File: src/rtl/bp_pkg.sv
// rtl/bp_pkg.sv - shared types and constants for the branch predictor
// Contents: counter encodings, PC increment, shadow pipeline stage record.
package bp_pkg;

  // 2-bit direction counter; the MSB is the taken prediction.
  typedef enum logic [1:0] {
    CTR_SNT = 2'b00,
    CTR_WNT = 2'b01,
    CTR_WT  = 2'b10,
    CTR_ST  = 2'b11
  } ctr_e;

  localparam int unsigned PC_INC = 4;

  // Shadow stages are stored at the widest supported PC width; the top
  // only uses the low PC_W bits (PC_W must not exceed BP_PC_W_MAX).
  localparam int unsigned BP_PC_W_MAX = 64;

  typedef struct packed {
    logic                   v;
    logic [BP_PC_W_MAX-1:0] pc;
    logic [BP_PC_W_MAX-1:0] pred_next;
  } stage_t;

endpackage

File: src/rtl/bp_sat_counter.sv
// rtl/bp_sat_counter.sv - 2-bit saturating counter next-state logic
// Ports:
//   ctr          in  current counter value
//   taken        in  resolved direction
//   force_strong in  unconditional jump: go straight to strongly taken
//   ctr_next     out updated counter value
module bp_sat_counter
  import bp_pkg::*;
(
  input  logic [1:0] ctr,
  input  logic       taken,
  input  logic       force_strong,
  output logic [1:0] ctr_next
);

  always_comb begin
    ctr_next = ctr;
    if (force_strong) begin
      ctr_next = CTR_ST;
    end else if (taken) begin
      if (ctr != CTR_ST) ctr_next = ctr + 2'd1;
    end else begin
      if (ctr != CTR_SNT) ctr_next = ctr - 2'd1;
    end
  end

endmodule

File: src/rtl/branch_predictor.sv
// rtl/branch_predictor.sv - BTB + 2-bit counter branch predictor with shadow pipeline
// Ports:
//   clk, arst_n                      clock, async active-low reset
//   fetch_valid, fetch_pc            instruction in IF
//   prediction, predicted_pc         combinational lookup result for fetch_pc
//   pipe_stall, pipe_flush           IF/ID and ID/EX control
//   resolve_valid/taken/is_jump/target  EX outcome for the instruction in S2
//   mispredict, recovery_pc          redirect request, same cycle as resolution
module branch_predictor
  import bp_pkg::*;
#(
  parameter int IDX_W = 4,
  parameter int TAG_W = 8,
  parameter int PC_W  = 64
) (
  input  logic            clk,
  input  logic            arst_n,
  input  logic            fetch_valid,
  input  logic [PC_W-1:0] fetch_pc,
  output logic            prediction,
  output logic [PC_W-1:0] predicted_pc,
  input  logic            pipe_stall,
  input  logic            pipe_flush,
  input  logic            resolve_valid,
  input  logic            resolve_taken,
  input  logic            resolve_is_jump,
  input  logic [PC_W-1:0] resolve_target,
  output logic            mispredict,
  output logic [PC_W-1:0] recovery_pc
);

  localparam int ENTRIES = 1 << IDX_W;

  // Table storage
  logic [ENTRIES-1:0] valid_q, valid_d;
  logic [1:0]         ctr_q    [ENTRIES];
  logic [1:0]         ctr_d    [ENTRIES];
  logic [TAG_W-1:0]   tag_q    [ENTRIES];
  logic [TAG_W-1:0]   tag_d    [ENTRIES];
  logic [PC_W-1:0]    target_q [ENTRIES];
  logic [PC_W-1:0]    target_d [ENTRIES];

  // Shadow pipeline
  stage_t s1_q, s1_d;
  stage_t s2_q, s2_d;

  // ---------------------------------------------------------------------
  // Lookup
  // ---------------------------------------------------------------------
  logic [IDX_W-1:0] f_idx;
  logic [TAG_W-1:0] f_tag;
  logic             f_hit;

  assign f_idx = fetch_pc[IDX_W+1:2];
  assign f_tag = fetch_pc[IDX_W+2 +: TAG_W];
  assign f_hit = valid_q[f_idx] && (tag_q[f_idx] == f_tag);

  assign prediction   = f_hit && ctr_q[f_idx][1];
  assign predicted_pc = prediction ? target_q[f_idx] : fetch_pc + PC_W'(PC_INC);

  // ---------------------------------------------------------------------
  // Resolution
  // ---------------------------------------------------------------------
  logic [PC_W-1:0]  s2_pc;
  logic [PC_W-1:0]  s2_pred_next;
  logic             res_apply;
  logic [PC_W-1:0]  actual_pc;
  logic [IDX_W-1:0] r_idx;
  logic [TAG_W-1:0] r_tag;
  logic             r_hit;
  logic [1:0]       ctr_in;
  logic [1:0]       ctr_upd;

  assign s2_pc        = s2_q.pc[PC_W-1:0];
  assign s2_pred_next = s2_q.pred_next[PC_W-1:0];

  // A resolve strobe with no valid instruction in S2 has nothing to act on.
  assign res_apply = resolve_valid && s2_q.v;
  assign actual_pc = resolve_taken ? resolve_target : s2_pc + PC_W'(PC_INC);

  assign mispredict  = res_apply && (actual_pc != s2_pred_next);
  assign recovery_pc = res_apply ? actual_pc : '0;

  assign r_idx = s2_pc[IDX_W+1:2];
  assign r_tag = s2_pc[IDX_W+2 +: TAG_W];
  assign r_hit = valid_q[r_idx] && (tag_q[r_idx] == r_tag);

  // On a miss the counter starts from WNT, so one taken step lands on WT
  // for a branch and force_strong lands on ST for a jump: the allocation
  // values fall out of the same counter logic as a hit.
  assign ctr_in = r_hit ? ctr_q[r_idx] : CTR_WNT;

  bp_sat_counter u_sat_counter (
    .ctr          (ctr_in),
    .taken        (resolve_taken),
    .force_strong (resolve_is_jump),
    .ctr_next     (ctr_upd)
  );

  always_comb begin
    valid_d  = valid_q;
    ctr_d    = ctr_q;
    tag_d    = tag_q;
    target_d = target_q;
    if (res_apply) begin
      if (r_hit) begin
        ctr_d[r_idx] = ctr_upd;
        if (resolve_taken) target_d[r_idx] = resolve_target;
      end else if (resolve_taken) begin
        // Taken miss allocates, evicting whatever aliased at this index.
        valid_d[r_idx]  = 1'b1;
        tag_d[r_idx]    = r_tag;
        target_d[r_idx] = resolve_target;
        ctr_d[r_idx]    = ctr_upd;
      end
    end
  end

  // ---------------------------------------------------------------------
  // Shadow pipeline: flush beats stall beats shift
  // ---------------------------------------------------------------------
  always_comb begin
    s1_d = s1_q;
    s2_d = s2_q;
    if (pipe_flush || mispredict) begin
      s1_d.v = 1'b0;
      s2_d.v = 1'b0;
    end else if (!pipe_stall) begin
      s1_d.v         = fetch_valid;
      s1_d.pc        = BP_PC_W_MAX'(fetch_pc);
      s1_d.pred_next = BP_PC_W_MAX'(predicted_pc);
      s2_d           = s1_q;
    end
  end

  // ---------------------------------------------------------------------
  // Registers
  // ---------------------------------------------------------------------
  always_ff @(posedge clk or negedge arst_n) begin
    if (!arst_n) begin
      valid_q <= '0;
      for (int i = 0; i < ENTRIES; i++) ctr_q[i] <= CTR_WNT;
      s1_q    <= '0;
      s2_q    <= '0;
    end else begin
      valid_q <= valid_d;
      ctr_q   <= ctr_d;
      s1_q    <= s1_d;
      s2_q    <= s2_d;
    end
  end

  // Tags and targets are qualified by valid, so they carry no reset.
  always_ff @(posedge clk) begin
    tag_q    <= tag_d;
    target_q <= target_d;
  end

endmodule
File: config.mk
export PLATFORM = sky130hd
export DESIGN_NAME = branch_predictor
export DESIGN_NICKNAME = d
export VERILOG_FILES = /design/src/rtl/bp_pkg.sv /design/src/rtl/bp_sat_counter.sv /design/src/rtl/branch_predictor.sv
export SDC_FILE = /design/constraint.sdc
export NUM_CORES = 2
export LEC_CHECK = 0
export BUFFER_PORTS_ARGS = -buffer_cell sky130_fd_sc_hd__buf_2
export CORE_MARGIN = 2
export CORE_UTILIZATION = 64
export CTS_BUF_LIST = sky130_fd_sc_hd__clkbuf_2
export CTS_CLUSTER_DIAMETER = 50
export DETAILED_ROUTE_END_ITERATION = 16
export MAX_ROUTING_LAYER = met4
export PLACE_DENSITY = 0.86
export SLEW_MARGIN = 20
export SYNTH_ARGS = -nofsm -noshare
export SYNTH_HDL_FRONTEND = slang
export SYNTH_SLANG_ARGS = --single-unit
export TNS_END_PERCENT = 1
File: constraint.sdc
create_clock -name clk -period 5.4 [get_ports clk]
set_input_delay 0.54 -clock clk [delete_from_list [all_inputs] [get_ports clk]]
set_output_delay 0.54 -clock clk [all_outputs]
set_load 0.02 [all_outputs]
# Yosys cells after proc, flatten, opt, wreduce, memory -nomap -nowiden
# Cells that the tools add are included.
dict set report totals {
  register_bits 1458
  input_bits 136
}
dict set report classes {
  n_addsub 4
  n_lt_le_gt_ge 6
  eq_ne 5
  n_mux 44
  bitwise 6
  reduce_logical 14
}
# cell n
set ops {}
lappend ops {{bitwise mux 1024 bit} 1}
lappend ops {{two-way mux 64 bit} 6}
lappend ops {{two-way mux 129 bit} 2}
lappend ops {{binary-select mux 64 bit (select 4 bit)} 1}
lappend ops {{demux 64 bit (select 4 bit)} 1}
lappend ops {{adder 64 x 3 -> 64 bit (second input constant)} 2}
lappend ops {{bitwise mux 128 bit} 1}
lappend ops {{binary-select mux 8 bit (select 4 bit)} 2}
lappend ops {{two-way mux 32 bit} 2}
lappend ops {{!= test 64 bit} 1}
lappend ops {{two-way mux 8 bit} 5}
lappend ops {{bitwise mux 32 bit} 1}
lappend ops {{demux 8 bit (select 4 bit)} 1}
lappend ops {{two-way mux 2 bit} 10}
lappend ops {{binary-select mux 2 bit (select 4 bit)} 2}
lappend ops {{== test 8 bit} 2}
lappend ops {{OR 16 bit} 1}
lappend ops {{greater-or-equal comparator 5 bit (second input constant)} 2}
lappend ops {{< comparator 4 x 5 -> 1 bit (second input constant)} 2}
lappend ops {{NOT 4 -> 5 bit} 2}
lappend ops {{binary-select mux 1 bit (select 4 bit)} 2}
lappend ops {{demux 2 bit (select 4 bit)} 1}
lappend ops {{logical AND 1 bit} 7}
lappend ops {{AND reduction 2 bit} 3}
lappend ops {{12 further kinds} 19}

# Logic depth before layout (Yosys ltp)
dict set report logic_depth {
  ltp_word 14
  ltp_mapped 17
}

# Modules after synthesis
# Synthesis repeated with hierarchy kept, for this count alone.
dict set report unflattened {
  cells_unflattened 3614
  hier_area_um2 63517.2
}
# module n_inst cells_per_inst area_per_inst_um2 seq_area_each_um2
set by_module_without_submodules {}
lappend by_module_without_submodules {branch_predictor 1 3607 63480.9 42270.5}
lappend by_module_without_submodules {bp_sat_counter 1 7 36.3 0.0}

# Worst setup path after synthesis
# Ideal clock, no wire load.
dict set report synth_path {
  path_type {in2reg}
  start {in resolve_taken}
  end {reg target_q[0] (netlist name), enable pin}
  setup_time_ps 487
  arrival_time_ps 5262
  t_required_ps 4913
  setup_slack_ps -348
  stages 8
  path_buffers 6
  cell_sequence {clkbuf_1 > buf_1 > clkbuf_1 > buf_1 > buf_1 > clkbuf_1 > nand3_1 > nor2_1}
}
dict set report synth_via {
  elab_chain_cells 1
}
# element line_no
set synth_lines {}
lappend synth_lines {{start, declared} branch_predictor.sv:25} ;# input logic resolve_taken,
lappend synth_lines {{AND reduction 2 bit (no source line)} --}
lappend synth_lines {{end signal, assigned} branch_predictor.sv:156} ;# target_q <= target_d;
lappend synth_lines {{end, declared} branch_predictor.sv:40} ;# logic [PC_W-1:0] target_q [ENTRIES];
# Every way passes these cells.
# A chain may end at the register's enable or synchronous reset.

# Final worst setup path
dict set report layout_path {
  start {reg s2_q, in the netlist s2_pc[15]}
  end {out mispredict}
}
dict set report layout_via {
  elab_chain_cells 4
}
# element line_no
set layout_lines {}
lappend layout_lines {{start, declared} branch_predictor.sv:45} ;# stage_t s2_q, s2_d;
lappend layout_lines {{start signal, assigned} branch_predictor.sv:144} ;# s2_q <= '0;
lappend layout_lines {{start signal, assigned} branch_predictor.sv:149} ;# s2_q <= s2_d;
lappend layout_lines {{adder 64 x 3 -> 64 bit} branch_predictor.sv:79} ;# assign actual_pc = resolve_taken ? resolve_target : s2_pc + PC_W'(PC_INC);
lappend layout_lines {{two-way mux 64 bit} branch_predictor.sv:79}
lappend layout_lines {{!= test 64 bit} branch_predictor.sv:81} ;# assign mispredict = res_apply && (actual_pc != s2_pred_next);
lappend layout_lines {{logical AND 1 bit} branch_predictor.sv:81}
lappend layout_lines {{end, declared} branch_predictor.sv:28} ;# output logic mispredict,
# Every way passes these cells.

==> run summary <==
The flow ran to the end, but the final reports show violations. The checks that failed: negative setup slack. The netlist uses 81 different library cells.

Startpoint of the worst register-to-register path: s2_pc[15]$_DFFE_PN0P_. The initial core utilization is 0.647. When the netlist entered floorplanning its net count stood at 3783. The type of the most critical hold path is primary input to flop. Setup slack on the worst reg-to-reg path comes out at 170 ps.

The post-synthesis average cell area was 17.5 um^2. CTS saw 1458 sinks. For this run, design rule violations remaining after detail routing come to 0. Across the routed clock network, the largest skew measured is 206 ps. The headroom to the max-slew limit came out at 0.222.

The most used standard cell by instance count after synthesis was sky130_fd_sc_hd__edfxtp_1. In this run the power density over the cells is 328 nW/um^2. The analysis attributes to cell leakage a power of 26.6 nW. The longest clock path from root to sink contains 4 buffers. Along the worst path, the maximum fanout reaches 11. Buffer type at the clock tree root: sky130_fd_sc_hd__clkbuf_2. Endpoint of the most critical register-to-register path: s1_q[123]$_DFFE_PN0P_.

The worst setup path is captured at an output pin. For the worst-skew pair, the clock arrives at the later sink with an insertion delay of 1740 ps. Measured along the x axis, the die boundary spans 319 um. For the pin with the worst max-slew slack, the measured transition is 1170 ps.

Data arrival at the endpoint of the critical path: 5070 ps. For the CTS buffer count, the log shows 362. The site row count was 115.

For the worst flop-to-flop path, the logic depth is 17. For the largest net degree at the start of global routing, the log shows 154. The startpoint identified for the worst hold timing path is fetch_pc[34]. The portion of the post-synthesis area used by sequential elements is 0.664, and the number of vias in the routed layout is 43.1k. The run gives 4860 ps as the data required time of the critical path.

The commonest cells after synthesis are 1152 x sky130_fd_sc_hd__edfxtp_1, 415 x sky130_fd_sc_hd__mux4_2, 290 x sky130_fd_sc_hd__dfrtp_1. Walking the worst path, the cells encountered are buf_4, and4_1, nand2_1, buf_4, nor2_1, and3_1, xnor3_1, o2111ai_2, nor4_2, nand4_1, nor2b_4, buf_6. The share of layout cells above drive strength 1 works out to 0.382. The predominant post-synthesis flop cell was sky130_fd_sc_hd__edfxtp_1. The HPWL after detailed placement is 120000 um.

The number of antenna violations at the first check in global routing is 14. The kind of critical path was flop to output pin. Routability-driven placement finished with a final weighted congestion of 1.07. The tools report the hold-critical path endpoint as s1_q[34]$_DFFE_PN0P_. The number of vias per cell is 7.01. For the die area, the log shows 102000 um^2. Non-filler instance count after layout: 6150.

The final period demand of the worst path is 5610 ps, and the count of nets after finishing is 4729. The beginning of the critical path was s2_pc[15]$_DFFE_PN0P_. The count of buffers added on input and output ports is 265.

The detailed router finished its first iteration with 8003 violations. The tools report the number of top-level design ports as 266. The area fraction of the dominant cell type after synthesis came out at 0.544. The share of flip-flops with an asynchronous set or reset was 0.210; the post-detailed-route count of antenna-violating nets was 0.

Y dimension of the die: 319 um. The logs give -208 ps for the minimum setup slack in the final design and 24.6 mW for the power after layout. The tools report the warning count from the yosys run as 0.

The slowest stage of the critical path is the sky130_fd_sc_hd__nor2_1 cell. TritonCTS built the clock tree. The hold path depth is 5. The number of max-slew violations in the final report came out at 0. The sort of element at the start of the critical path was a flop. The first global-routing pass estimated 291000 um of wire. Setup violations remaining at the end of the flow were counted as 30. After clock tree synthesis, the clock-pin slew on the worst setup and hold paths is 130 ps. The largest voltage drop on the vdd net was 208 uV; the overall routing resource usage was 0.415. The number of standard cells after synthesis came out at 3642. The count of state elements after synthesis is 1458, and the placeable core area is 98400 um^2. Cell accounting for the most synthesized area: sky130_fd_sc_hd__edfxtp_1.

Relative to the synthesized area, the layout overhead comes to 17.8%. On the worst path, the slowest cell contributes a delay of 500 ps. The filler cells instantiated in the layout total 5358. CTS built an H-tree with a depth of 5.

The count of flip-flops with a built-in enable after synthesis works out to 1152. Setup repair after global routing could not meet its margin everywhere. The count of endpoints failing hold in the final timing report came out at 0.

The total iterations of the first detailed-routing run was 8; the highest attainable clock frequency was 0.178 GHz. Across the run, the number of max-cap violations was 0. The tools report the number of global-route vias before repair as 43.3k. In the final routed layout, each cell accounts on average for 33.5 um. In this run the cell area of the synthesized design comes to 63600 um^2. The share of the cycle needed by the critical path after routing is 1.04. The wire length reported by the detailed router is 206000 um. In this run, placement finished with an instance count of 5110.

Counting stages on the worst path, the most repeated cell is sky130_fd_sc_hd__buf_4. OpenSTA, run right after detailed placement, puts the worst setup slack at 528 ps. Sorting the synthesized cells by area gives the leading types as sky130_fd_sc_hd__edfxtp_1 54%, sky130_fd_sc_hd__mux4_2 15%, sky130_fd_sc_hd__dfrtp_1 11%, sky130_fd_sc_hd__mux2_2 3.5%, sky130_fd_sc_hd__mux2_1 1.9%. Summed over all layers, the global routing overflow is 0.
per-layer routing:
metal  vias up  wire [um]  track usage
met1     21300      67700        0.522
met2      4247      95100        0.603
li1      16700          -            -
met4         0      12400        0.220
met3       860      30700        0.140
met5         -          0            -
cell usage in the layout (no fill, tap or decap), types with 32 or more instances in the layout:
cell,n
sky130_fd_sc_hd__mux4_2,415
sky130_fd_sc_hd__a21oi_1,54
sky130_fd_sc_hd__dfrtp_1,263
sky130_fd_sc_hd__nor3_1,32
sky130_fd_sc_hd__clkinv_1,72
sky130_fd_sc_hd__dlygate4sd3_1,331
sky130_fd_sc_hd__buf_2,251
sky130_fd_sc_hd__o21ai_0,34
sky130_fd_sc_hd__a21oi_2,33
sky130_fd_sc_hd__mux2_1,110
sky130_fd_sc_hd__nor2_1,183
sky130_fd_sc_hd__xnor2_1,110
sky130_fd_sc_hd__clkbuf_2,526
sky130_fd_sc_hd__buf_4,187
sky130_fd_sc_hd__nand3_1,88
sky130_fd_sc_hd__edfxtp_1,1152
sky130_fd_sc_hd__xor2_1,86
sky130_fd_sc_hd__nand2_1,118
sky130_fd_sc_hd__nand4_1,63
sky130_fd_sc_hd__mux2_2,194
critical path, delay by kind of cell (launching register included):
family	cells	cell delay [ps]
DFF	1	450
buffers and inverters	3	550
AOI/OAI and AO/OA	1	140
and+or+nand+nor	7	1980
xor gates and xnor gates	1	210
repair_timing:
item	CTS	global route
setup buffers	34	33
hold buffers	331	1
gates cloned	2	0
gates resized for setup	99	89
setup endpoints to repair	51	69
pin swaps	20	23
hold endpoints to repair	1798	1
cell type report:
cell class | instances | area (um^2) | share of cell area
Antenna cell | 20 | 50.0 | 0.000668
Tap cell | 1287 | 1610 | 0.0215
Multi-Input combinational cell | 1926 | 21000 | 0.280
Timing Repair Buffer | 814 | 6810 | 0.0908
Inverter | 26 | 98.8 | 0.00132
Clock buffer | 526 | 2630 | 0.0351
Sequential cell | 1458 | 42300 | 0.564
Clock inverter | 93 | 504 | 0.00673
power by group:
group | internal (mW) | switching [mW] | leakage, nW
Combinational | 1.82 | 2.19 | 10.2
Sequential | 12.6 | 0.659 | 14.0
Clock | 2.82 | 4.49 | 2.43
through the flow:
| stage | util | area [um^2] | hold WS [ps] | setup TNS (ps) |
|---|---|---|---|---|
| after floorplan | - | 63600 | 244 | -66850 |
| after global placement | 0.682 | 67100 | 463 | 0 |
| after detailed placement | 0.682 | 67100 | 470 | 0 |
| after CTS | 0.755 | 74300 | 2.48 | -269 |
| after global routing | 0.762 | 75000 | 1.36 | -7920 |
| final | 0.762 | 75000 | 22.0 | -1160 |
worst max path at each step:
stage | endpoint | slack [ps]
final | mispredict | -210
after global placement | s2_pred_next[52]$_DFFE_PN0P_ | 550
after CTS | mispredict | -180
after global routing | mispredict | -310
after detailed placement | s2_pred_next[25]$_DFFE_PN0P_ | 530
after floorplan | target_q[0]$_DFFE_PP_ | -350
sequential cells by signal (all words and copies together) (netlist names):
signal,cells
target_q,1024
s2_q,1
valid_q,16
s2_pc,64
s1_q,129
ctr_q,32
s2_pred_next,64
tag_q,128
cells by family (layout without fill, tap and decap cells):
logic type      count (synthesis)  in the layout  synth area share
simple gates                  739            739            0.0591
xor+xnor                      206            206            0.0290
other cells                     0             20                 0
mux                           739            739             0.204
compound gates                236            236            0.0241
fa+ha+maj                       6              6           0.00114
buf+inv                       258           1459            0.0184
flops                        1458           1458             0.664
No activity file was read; power rests on OpenSTA's default activity.
